[config.mk]
export PLATFORM = sky130hd
export DESIGN_NAME = delay_counter_arbiter
export DESIGN_NICKNAME = d
export VERILOG_FILES = /design/src/rtl/delay_pkg.sv /design/src/rtl/rr_arbiter.sv /design/src/rtl/delay_counter_arbiter.sv
export SDC_FILE = /design/constraint.sdc
export NUM_CORES = 1
export LEC_CHECK = 0
export ABC_AREA = 1
export BUFFER_PORTS_ARGS = -buffer_cell sky130_fd_sc_hd__buf_2
export CORE_MARGIN = 2
export CORE_UTILIZATION = 52
export CTS_CLUSTER_DIAMETER = 40
export DETAILED_ROUTE_END_ITERATION = 8
export PLACE_DENSITY = 0.8
export SLEW_MARGIN = 15
export SYNTH_ARGS = -nofsm -noshare
export SYNTH_HDL_FRONTEND = slang
export SYNTH_SLANG_ARGS = --single-unit
[constraint.sdc]
create_clock -name clk -period 6 [get_ports clk]
set_input_delay 1.2 -clock clk [delete_from_list [all_inputs] [get_ports clk]]
set_output_delay 1.2 -clock clk [all_outputs]
set_load 0.05 [all_outputs]
[src/rtl/delay_pkg.sv]
`default_nettype none
// ============================================================================
// Module     : delay_pkg
// Description: Shared definitions for the shared delay/timestamp counter:
//              operation encodings, default data width and a constant-safe
//              ceiling-log2 helper used to size requester indices.
// Revision   : 1.0 - initial release
// ============================================================================
package delay_pkg;

    // Default counter / operand width
    localparam int DEFAULT_WIDTH = 32;

    // Two-bit operation encoding carried on each requester's op slice
    typedef logic [1:0] op_t;

    localparam op_t OP_READ  = 2'd0;
    localparam op_t OP_INC   = 2'd1;
    localparam op_t OP_LOAD  = 2'd2;
    localparam op_t OP_CLEAR = 2'd3;

    // Ceiling log2; returns 0 for value <= 1. Usable in parameter context.
    function automatic int clog2(input int value);
        int result;
        int remain;
        result = 0;
        remain = value - 1;
        while (remain > 0) begin
            result = result + 1;
            remain = remain >> 1;
        end
        return result;
    endfunction

endpackage : delay_pkg
`default_nettype wire

[src/rtl/rr_arbiter.sv]
`default_nettype none
// ============================================================================
// Module     : rr_arbiter
// Description: Purely combinational round-robin grant logic. Picks the first
//              asserted request searching upward from i_ptr, wrapping modulo N.
//              The priority pointer itself is owned and advanced by the parent.
// Revision   : 1.0 - initial release
//
// Ports:
//   i_valid  in   N      request vector
//   i_ptr    in   IDX_W  highest-priority index this cycle (must be < N)
//   o_grant  out  N      one-hot grant (all zero when nothing is requested)
//   o_idx    out  IDX_W  encoded index of the granted request
//   o_any    out  1      at least one request is granted
// ============================================================================
import delay_pkg::*;

module rr_arbiter #(
    parameter int N     = 4,
    parameter int IDX_W = 2
) (
    input  logic [N-1:0]     i_valid,
    input  logic [IDX_W-1:0] i_ptr,
    output logic [N-1:0]     o_grant,
    output logic [IDX_W-1:0] o_idx,
    output logic             o_any
);

    logic [N-1:0]     w_grant;
    logic [IDX_W-1:0] w_idx;
    logic             w_found;

    // Walk the priority order ptr, ptr+1, ... (mod N). The inner loop matches
    // the rotated position against constant indices so every select into
    // i_valid / w_grant stays constant after unrolling.
    always_comb begin
        w_grant = '0;
        w_idx   = '0;
        w_found = 1'b0;
        for (int k = 0; k < N; k++) begin
            for (int j = 0; j < N; j++) begin
                if (!w_found && i_valid[j] && (j == ((int'(i_ptr) + k) % N))) begin
                    w_found    = 1'b1;
                    w_grant[j] = 1'b1;
                    w_idx      = IDX_W'(j);
                end
            end
        end
    end

    assign o_grant = w_grant;
    assign o_idx   = w_idx;
    assign o_any   = w_found;

endmodule : rr_arbiter
`default_nettype wire

[src/rtl/delay_counter_arbiter.sv]
`default_nettype none
// ============================================================================
// Module     : delay_counter_arbiter
// Description: One WIDTH-bit counter shared by N_REQ requesters. A round-robin
//              arbiter grants one READ/INC/LOAD/CLEAR per cycle; the operation
//              takes effect at that clock edge and the pre-operation value is
//              returned one cycle later, tagged with the requester index.
//              A sticky flag records any INC that carried out of the counter.
// Revision   : 1.0 - initial release
//
// Ports:
//   clk            in   1            rising-edge clock
//   reset          in   1            asynchronous, active-low reset
//   io_req_valid   in   N_REQ        per-requester valid
//   io_req_ready   out  N_REQ        one-hot grant (zero while in reset)
//   io_req_op      in   2*N_REQ      op slice i = [2i+1:2i]
//   io_req_data    in   WIDTH*N_REQ  operand slice i (LOAD value / INC step)
//   io_resp_valid  out  1            one-cycle pulse per accepted op
//   io_resp_id     out  ID_W         granted requester index
//   io_resp_data   out  WIDTH        counter value before the granted op
//   io_count       out  WIDTH        live counter value
//   io_overflow    out  1            sticky INC carry-out flag
//   io_ovf_clear   in   1            clears io_overflow (a same-cycle set wins)
// ============================================================================
import delay_pkg::*;

module delay_counter_arbiter #(
    parameter int               N_REQ     = 4,
    parameter int               WIDTH     = DEFAULT_WIDTH,
    parameter int               ID_W      = 2,
    parameter logic [WIDTH-1:0] RESET_VAL = '0
) (
    input  logic                   clk,
    input  logic                   reset,
    input  logic [N_REQ-1:0]       io_req_valid,
    output logic [N_REQ-1:0]       io_req_ready,
    input  logic [2*N_REQ-1:0]     io_req_op,
    input  logic [WIDTH*N_REQ-1:0] io_req_data,
    output logic                   io_resp_valid,
    output logic [ID_W-1:0]        io_resp_id,
    output logic [WIDTH-1:0]       io_resp_data,
    output logic [WIDTH-1:0]       io_count,
    output logic                   io_overflow,
    input  logic                   io_ovf_clear
);

    // ------------------------------------------------------------------
    // State
    // ------------------------------------------------------------------
    logic [WIDTH-1:0] r_count;
    logic             r_overflow;
    logic [ID_W-1:0]  r_ptr;
    logic             r_resp_valid;
    logic [ID_W-1:0]  r_resp_id;
    logic [WIDTH-1:0] r_resp_data;

    // ------------------------------------------------------------------
    // Arbitration
    // ------------------------------------------------------------------
    logic [N_REQ-1:0] w_grant;
    logic [ID_W-1:0]  w_idx;
    logic             w_any;
    logic             w_xfer;
    logic [ID_W-1:0]  w_ptr_next;

    rr_arbiter #(
        .N     (N_REQ),
        .IDX_W (ID_W)
    ) u_rr_arbiter (
        .i_valid (io_req_valid),
        .i_ptr   (r_ptr),
        .o_grant (w_grant),
        .o_idx   (w_idx),
        .o_any   (w_any)
    );

    // Grants are masked while reset is held so no requester sees a
    // handshake that the (held) registers cannot honour.
    assign io_req_ready = reset ? w_grant : '0;
    assign w_xfer       = w_any & reset;

    // Next priority position is one past the winner, wrapping at N_REQ
    // (N_REQ need not be a power of two).
    assign w_ptr_next = (w_idx == ID_W'(N_REQ - 1)) ? '0 : (w_idx + 1'b1);

    // ------------------------------------------------------------------
    // Select the winner's op and operand
    // ------------------------------------------------------------------
    op_t              w_op;
    logic [WIDTH-1:0] w_data;

    always_comb begin
        w_op   = OP_READ;
        w_data = '0;
        for (int i = 0; i < N_REQ; i++) begin
            if (w_idx == ID_W'(i)) begin
                w_op   = io_req_op[2*i +: 2];
                w_data = io_req_data[WIDTH*i +: WIDTH];
            end
        end
    end

    // ------------------------------------------------------------------
    // Counter datapath
    // ------------------------------------------------------------------
    logic [WIDTH:0]   w_sum;
    logic [WIDTH-1:0] w_count_next;
    logic             w_set_ovf;

    // One extra bit captures the carry out of the INC add.
    assign w_sum = {1'b0, r_count} + {1'b0, w_data};

    always_comb begin
        w_count_next = r_count;
        w_set_ovf    = 1'b0;
        if (w_xfer) begin
            case (w_op)
                OP_INC: begin
                    w_count_next = w_sum[WIDTH-1:0];
                    w_set_ovf    = w_sum[WIDTH];
                end
                OP_LOAD:  w_count_next = w_data;
                OP_CLEAR: w_count_next = RESET_VAL;
                default:  w_count_next = r_count;
            endcase
        end
    end

    // ------------------------------------------------------------------
    // Registers
    // ------------------------------------------------------------------
    always_ff @(posedge clk or negedge reset) begin
        if (!reset) begin
            r_count      <= RESET_VAL;
            r_overflow   <= 1'b0;
            r_ptr        <= '0;
            r_resp_valid <= 1'b0;
            r_resp_id    <= '0;
            r_resp_data  <= '0;
        end else begin
            r_count <= w_count_next;

            // A carry in the same cycle as a clear request keeps the flag set.
            if (w_set_ovf) begin
                r_overflow <= 1'b1;
            end else if (io_ovf_clear) begin
                r_overflow <= 1'b0;
            end

            r_resp_valid <= w_xfer;
            if (w_xfer) begin
                r_resp_id   <= w_idx;
                r_resp_data <= r_count;
                r_ptr       <= w_ptr_next;
            end
        end
    end

    // ------------------------------------------------------------------
    // Outputs
    // ------------------------------------------------------------------
    assign io_resp_valid = r_resp_valid;
    assign io_resp_id    = r_resp_id;
    assign io_resp_data  = r_resp_data;
    assign io_count      = r_count;
    assign io_overflow   = r_overflow;

endmodule : delay_counter_arbiter
`default_nettype wire

## Word-level counts from Yosys, hierarchy flattened

Cells that the tools add are included.

| cells by class | value |
|---|---|
| add/sub/neg operators | 5 |
| equality and inequality tests | 18 |
| multiplexer cells | 61 |
| bitwise operators | 4 |
| reductions and logical operators | 57 |

Operators with widths:

| operator | count |
|---|---|
| zero test 32 bit | 4 |
| 2-to-1 mux 32 bit | 4 |
| one-hot mux 32 bit (3 select lines) | 1 |
| 2-to-1 mux 2 bit | 19 |
| 2-to-1 mux 1 bit | 36 |
| adder 32 x 32 -> 33 bit | 1 |
| logical AND 1 bit | 31 |
| == test 3 bit, first input constant | 6 |
| zero test 1 bit | 15 |
| == test 2 x 3 -> 1 bit, first input constant | 3 |
| == test 2 bit, second input constant | 4 |
| OR reduction 2 bit | 3 |
| adder 2 x 1 -> 2 bit, second input constant | 2 |
| adder 2 bit, second input constant | 2 |
| == test 2 x 1 -> 1 bit, second input constant | 2 |
| == test 2 bit, first input constant | 2 |
| 2-to-1 mux 4 bit | 1 |
| bitwise AND 1 bit, first input constant | 3 |
| nonzero test 3 bit | 1 |
| == test 1 x 2 -> 1 bit, first input constant | 1 |
| zero test 2 bit | 1 |
| AND reduction 2 bit | 1 |
| nonzero test 2 bit | 1 |
| bitwise AND 1 bit | 1 |

| storage, ports and cells | value |
|---|---|
| bits in registers | 70 |
| input port bits | 143 |
| output and inout bits | 72 |
| logic and storage cells | 151 |

## Longest topological paths before layout

| logic depth | value |
|---|---|
| word-level depth | 72 |
| depth in mapped cells | 36 |

## By module

A second synthesis with hierarchy kept.

| unflattened totals | value |
|---|---|
| cells, all modules | 1196 |
| area, all modules | 6993.0 um^2 |

By module, submodules not included:

| module | times used | cells each | area each (um^2) | sequential area each (um^2) |
|---|---|---|---|---|
| delay_counter_arbiter | 1 | 1127 | 6621.4 | 1751.7 |
| rr_arbiter | 1 | 69 | 371.6 | 0.0 |

## Worst setup path before layout

No wires, ideal clock.

| timing path | value |
|---|---|
| path kind | input -> register |
| start | in io_req_valid[2] |
| end | reg r_count[16], in the netlist io_count[16] |
| arrival time | 5031 ps |
| required time | 5880 ps |
| slack | 850 ps |
| stages | 29 |
| cells stage by stage | nand3_1 > nand4_1 > nor2_2 > nand4_1 > nor2_2 > nand4_1 > nor3_1 > o21ai_0 > nand2_1 > inv_1 > ha_1 > buf_2 > clkinv_1 > clkbuf_1 > nand3_1 > nand2_1 > o21ai_0 > a21oi_1 > ha_1 > a21oi_1 > a21boi_0 > o211ai_1 > nand2_1 > nand2_1 > or2_2 > nand3_1 > nand2_1 > nand4_1 > nand2_1 |

| between the ends | value |
|---|---|
| word-level cells in the longest chain between the ends | 63 |

Ends and longest elaborated chain:

| element | line | source |
|---|---|---|
| from (decl) | delay_counter_arbiter.sv:35 | `input logic [N_REQ-1:0] io_req_valid,` |
| logical AND 1 bit (2 in a row) | rr_arbiter.sv:42 | `if (!w_found && i_valid[j] && (j == ((int'(i_ptr) + k) % N))) begin` |
| 2-to-1 mux 1 bit | rr_arbiter.sv:42 |  |
| zero test 1 bit | rr_arbiter.sv:42 |  |
| logical AND 1 bit (2 in a row) | rr_arbiter.sv:42 |  |
| 2-to-1 mux 1 bit | rr_arbiter.sv:42 |  |
| zero test 1 bit | rr_arbiter.sv:42 |  |
| logical AND 1 bit (2 in a row) | rr_arbiter.sv:42 |  |
| 2-to-1 mux 1 bit | rr_arbiter.sv:42 |  |
| (+36 left out) | - |  |
| zero test 1 bit | rr_arbiter.sv:42 |  |
| logical AND 1 bit (2 in a row) | rr_arbiter.sv:42 |  |
| 2-to-1 mux 1 bit | rr_arbiter.sv:42 |  |
| zero test 1 bit | rr_arbiter.sv:42 |  |
| logical AND 1 bit (2 in a row) | rr_arbiter.sv:42 |  |
| 2-to-1 mux 2 bit (*) | rr_arbiter.sv:42 |  |
| net u_rr_arbiter.o_idx[1] | rr_arbiter.sv:25 | `output logic [IDX_W-1:0] o_idx,` |
| branches (longest 8 deep; another with adder 32 x 32 -> 33 bit) | - |  |
| to (signal assigned) | delay_counter_arbiter.sv:141 | `r_count <= w_count_next;` |
| to (decl) | delay_counter_arbiter.sv:50 | `logic [WIDTH-1:0] r_count;` |

Mark *: on every way through the listed nets, which the timed path passes.
A chain may end at the register's enable or synchronous reset.

## Final worst setup path

| timing path | value |
|---|---|
| start | in io_req_valid[2] |
| end | reg r_count[30], in the netlist io_count[30] |

Same word-level chain as after synthesis.

==> metrics.md <==
| Metric | Value |
|---|---|
| Htree depth | 3 |
| CTS tree | built |
| Dominant cell type by area after synthesis | dfrtp_1 |
| Synth Area in Simple Gates | 39.6% |
| Total GRT Usage | 34.1% |
| Most frequent cell after synthesis | nand2_1 |
| Top Layer Used | met4 |
| Via density | 5.49 |
| Syn Inst Count | 1080 |
| Critical path's largest stage delay | 0.35 ns |
| Post-synthesis cell area | 6570 µm² |
| CP required | 6.28 ns |
| Worst skew pair latency | 0.35 ns |
| Clock Skews | 0.0120 ns |
| Total wire length | 22600 µm |
| Routability Congestion | 0.999 |
| Clk sink count | 70 |
| Ys Warns | 0 |
| Detailed placement HPWL | 17600 µm |
| Syn Nets | 1260 |
| Share of the synthesized area in the top cell type | 26.7% |
| Initial antenna violation count | 0 |
| Row cnt | 41 |
| Slowest CP cell | ha_1 |
| Cell Count, Final, Fillers Out | 1457 |
| Initial Util | 52.7% |
| Vias in the first global route | 7417 |
| Hold Fails Final Rpt | 0 |
| Syn avg cell area | 6.08 µm² |
| Layout cells sized above 1 | 21.2% |
| Worst hold path type | flip-flop to flip-flop |
| Largest family of logic cells by synthesized area | simple AND/OR/NAND/NOR gates |
| Ys async rst share | 100% |
| Finished Core Util | 65.6% |
| Drt drc | 0 |
| Post-synthesis compound-gate area fraction | 17.3% |
| Worst path bufs/invs | 6 |
| Max_cap viols | 0 |
| Placed cell areas | 7840 µm² |
| Grt total ovfl | 0 |
| Port-buffer cells | 214 |
| Largest net degree at the start of global routing | 59 |
| Critical Path Start Type | input pin |
| CP Max Fanout | 14 |
| Root buffer cell | clkbuf_16 |
| Die ar. | 13500 µm² |
| Area share of fa/ha/maj cells after synthesis | 7.16% |
| Seq. cell area | 1750 µm² |
| Worst Tran Pin Value | 0.778 ns |
| Post-route cell area | 8170 µm² |
| CP dominant cell by count | nand2_1 |
| Met3 wire len | 1820 µm |
| Max clock buf depth | 2 |
| Tcrit/Tclk final | 91.4% |
| Post-Place Cells | 1439 |
| M1 WL | 9780 µm |
| Area of the multi-input gates | 4300 µm² |
| Ranking of synthesized cells by area | dfrtp_1 (27%), nand2_1 (21%), a21oi_1 (7.6%), ha_1 (6.9%), o21ai_0 (5.9%) |
| Critical path's top delay family | simple AND/OR/NAND/NOR gates |
| Max-slew violations | 0 |
| Die span in y | 116 µm |
| Routed wl met2 | 10300 µm |
| Routed Antenna Nets | 0 |
| Rel. slew slack | 48.0% |
| Setup violations, final | 0 |
| Die X | 116 µm |
| CP arrival | 5.76 ns |
| Core area | 12500 µm² |
| Endpoint class of the critical path | flip-flop |
| F_max | 182 MHz |
| Multiplexer share of the synthesized area | 0% |
| Starting DRT DRC Count | 738 |
| First-pass GRT wire length | 36300 µm |
| Filler cells | 1263 |
| Nets | 1460 |
| Post-synth EDFFs | 0 |
| Xor/xnor cell area share of the yosys netlist | 1.07% |
| FF+latch count, synth | 70 |
| Class of the most critical setup path | input pin to flip-flop |
| Top cells by count, synth | nand2_1 (375), a21oi_1 (100), nor2_1 (97) |
| CTS Buf Count | 9 |
| Dominant synthesized flop cell | dfrtp_1 |
| Io pins | 215 |
| Cell variety after synth | 39 |
| Clock Pin Slew Worst Setup and Hold Paths | 0.06 ns |
| Status | finished clean |
| Diodes inserted | 0 |
| Via count | 8005 |
| Routed WL per cell | 15.5 µm |
| Area Overhead vs Synth | 24.5% |
| Shortest period the worst path allows | 5.48 ns |
| Seq/Total Area, Yosys | 26.7% |
| Drt pass-1 iters | 6 |
-- final timing paths --
check,start,depth (start not counted),to,slack (ns)
max in group asynchronous,reset,2,io_resp_data[7]$_DFFE_PN0P_,4.04
hold / removal,io_resp_data[27]$_DFFE_PN0P_,2,io_resp_data[27]$_DFFE_PN0P_,0.47
hold reg to reg,io_resp_data[27]$_DFFE_PN0P_,2,io_resp_data[27]$_DFFE_PN0P_,0.47
min in group asynchronous,reset,1,io_resp_data[20]$_DFFE_PN0P_,0.85
setup / recovery,io_req_valid[2],31,io_count[30]$_DFFE_PN0P_,0.52
setup reg to reg,r_ptr[0]$_DFFE_PN0P_,31,io_count[30]$_DFFE_PN0P_,0.97
-- through the flow --
stage,setup TNS (ns),setup WS (ns),hold WS (ns)
floorplan,0,0.850,0.546
global placement,0,0.0395,0.456
detailed placement,-0.0468,-0.0429,0.460
CTS,0,0.288,0.476
global route,-0.0764,-0.0383,0.488
finish,0,0.516,0.472
-- layout make-up --
cell class              count  area share [%]
clock inverters             6           0.750
repair buffers            240            15.7
clock buffers              10            2.92
well taps                 172            2.63
multi-input cells         873            52.6
inverters                  86            4.00
flip-flops and latches     70            21.4
-- layout by cell type, fill, tap and decap left out, drive strengths merged, types with 8 or more instances in the layout --
cell type and instances:
clkbuf 10, nand4 49, buf 240, a21oi 100, ha 36, nand3 75, inv 84, a21o 8
nand2 376, nor3 8, dfrtp 70, nor2 100, o21ai 79
-- flip-flops by register name (all words and copies together) (netlist names) --
signal / cells
io_count: 32
io_resp_data: 32
io_resp_id: 2
r_ptr: 2
io_overflow: 1
io_resp_valid: 1
-- per-layer routing --
layer	global-route usage (%)	up-vias
met4	12.5	0
li1	-	3984
met2	55.0	346
met3	6.18	54
met5	0	-
met1	45.9	3621
-- worst min-delay path: cells and delay by family, from the launching register on --
| family | cells | cell delay, ns |
|---|---|---|
| simple gates | 2 | 0.10 |
| flops | 1 | 0.34 |
-- repair_timing --
action                                  CTS  global route
hold buffers                              0             0
setup buffers                             0             2
endpoints found under the setup margin    0            19
hold endpoints to repair                  0             0
gates resized for setup                   0             9
-- cells by family after synthesis --
group,count (synthesis)
simple gates,617
compound gates,211
buf+inv,137
flops,70
fa+ha+maj,37
xor+xnor,8
Power is left out: the tool's default activity adds up to more than one toggle a clock period on the data nets, which glitch-free logic cannot reach.
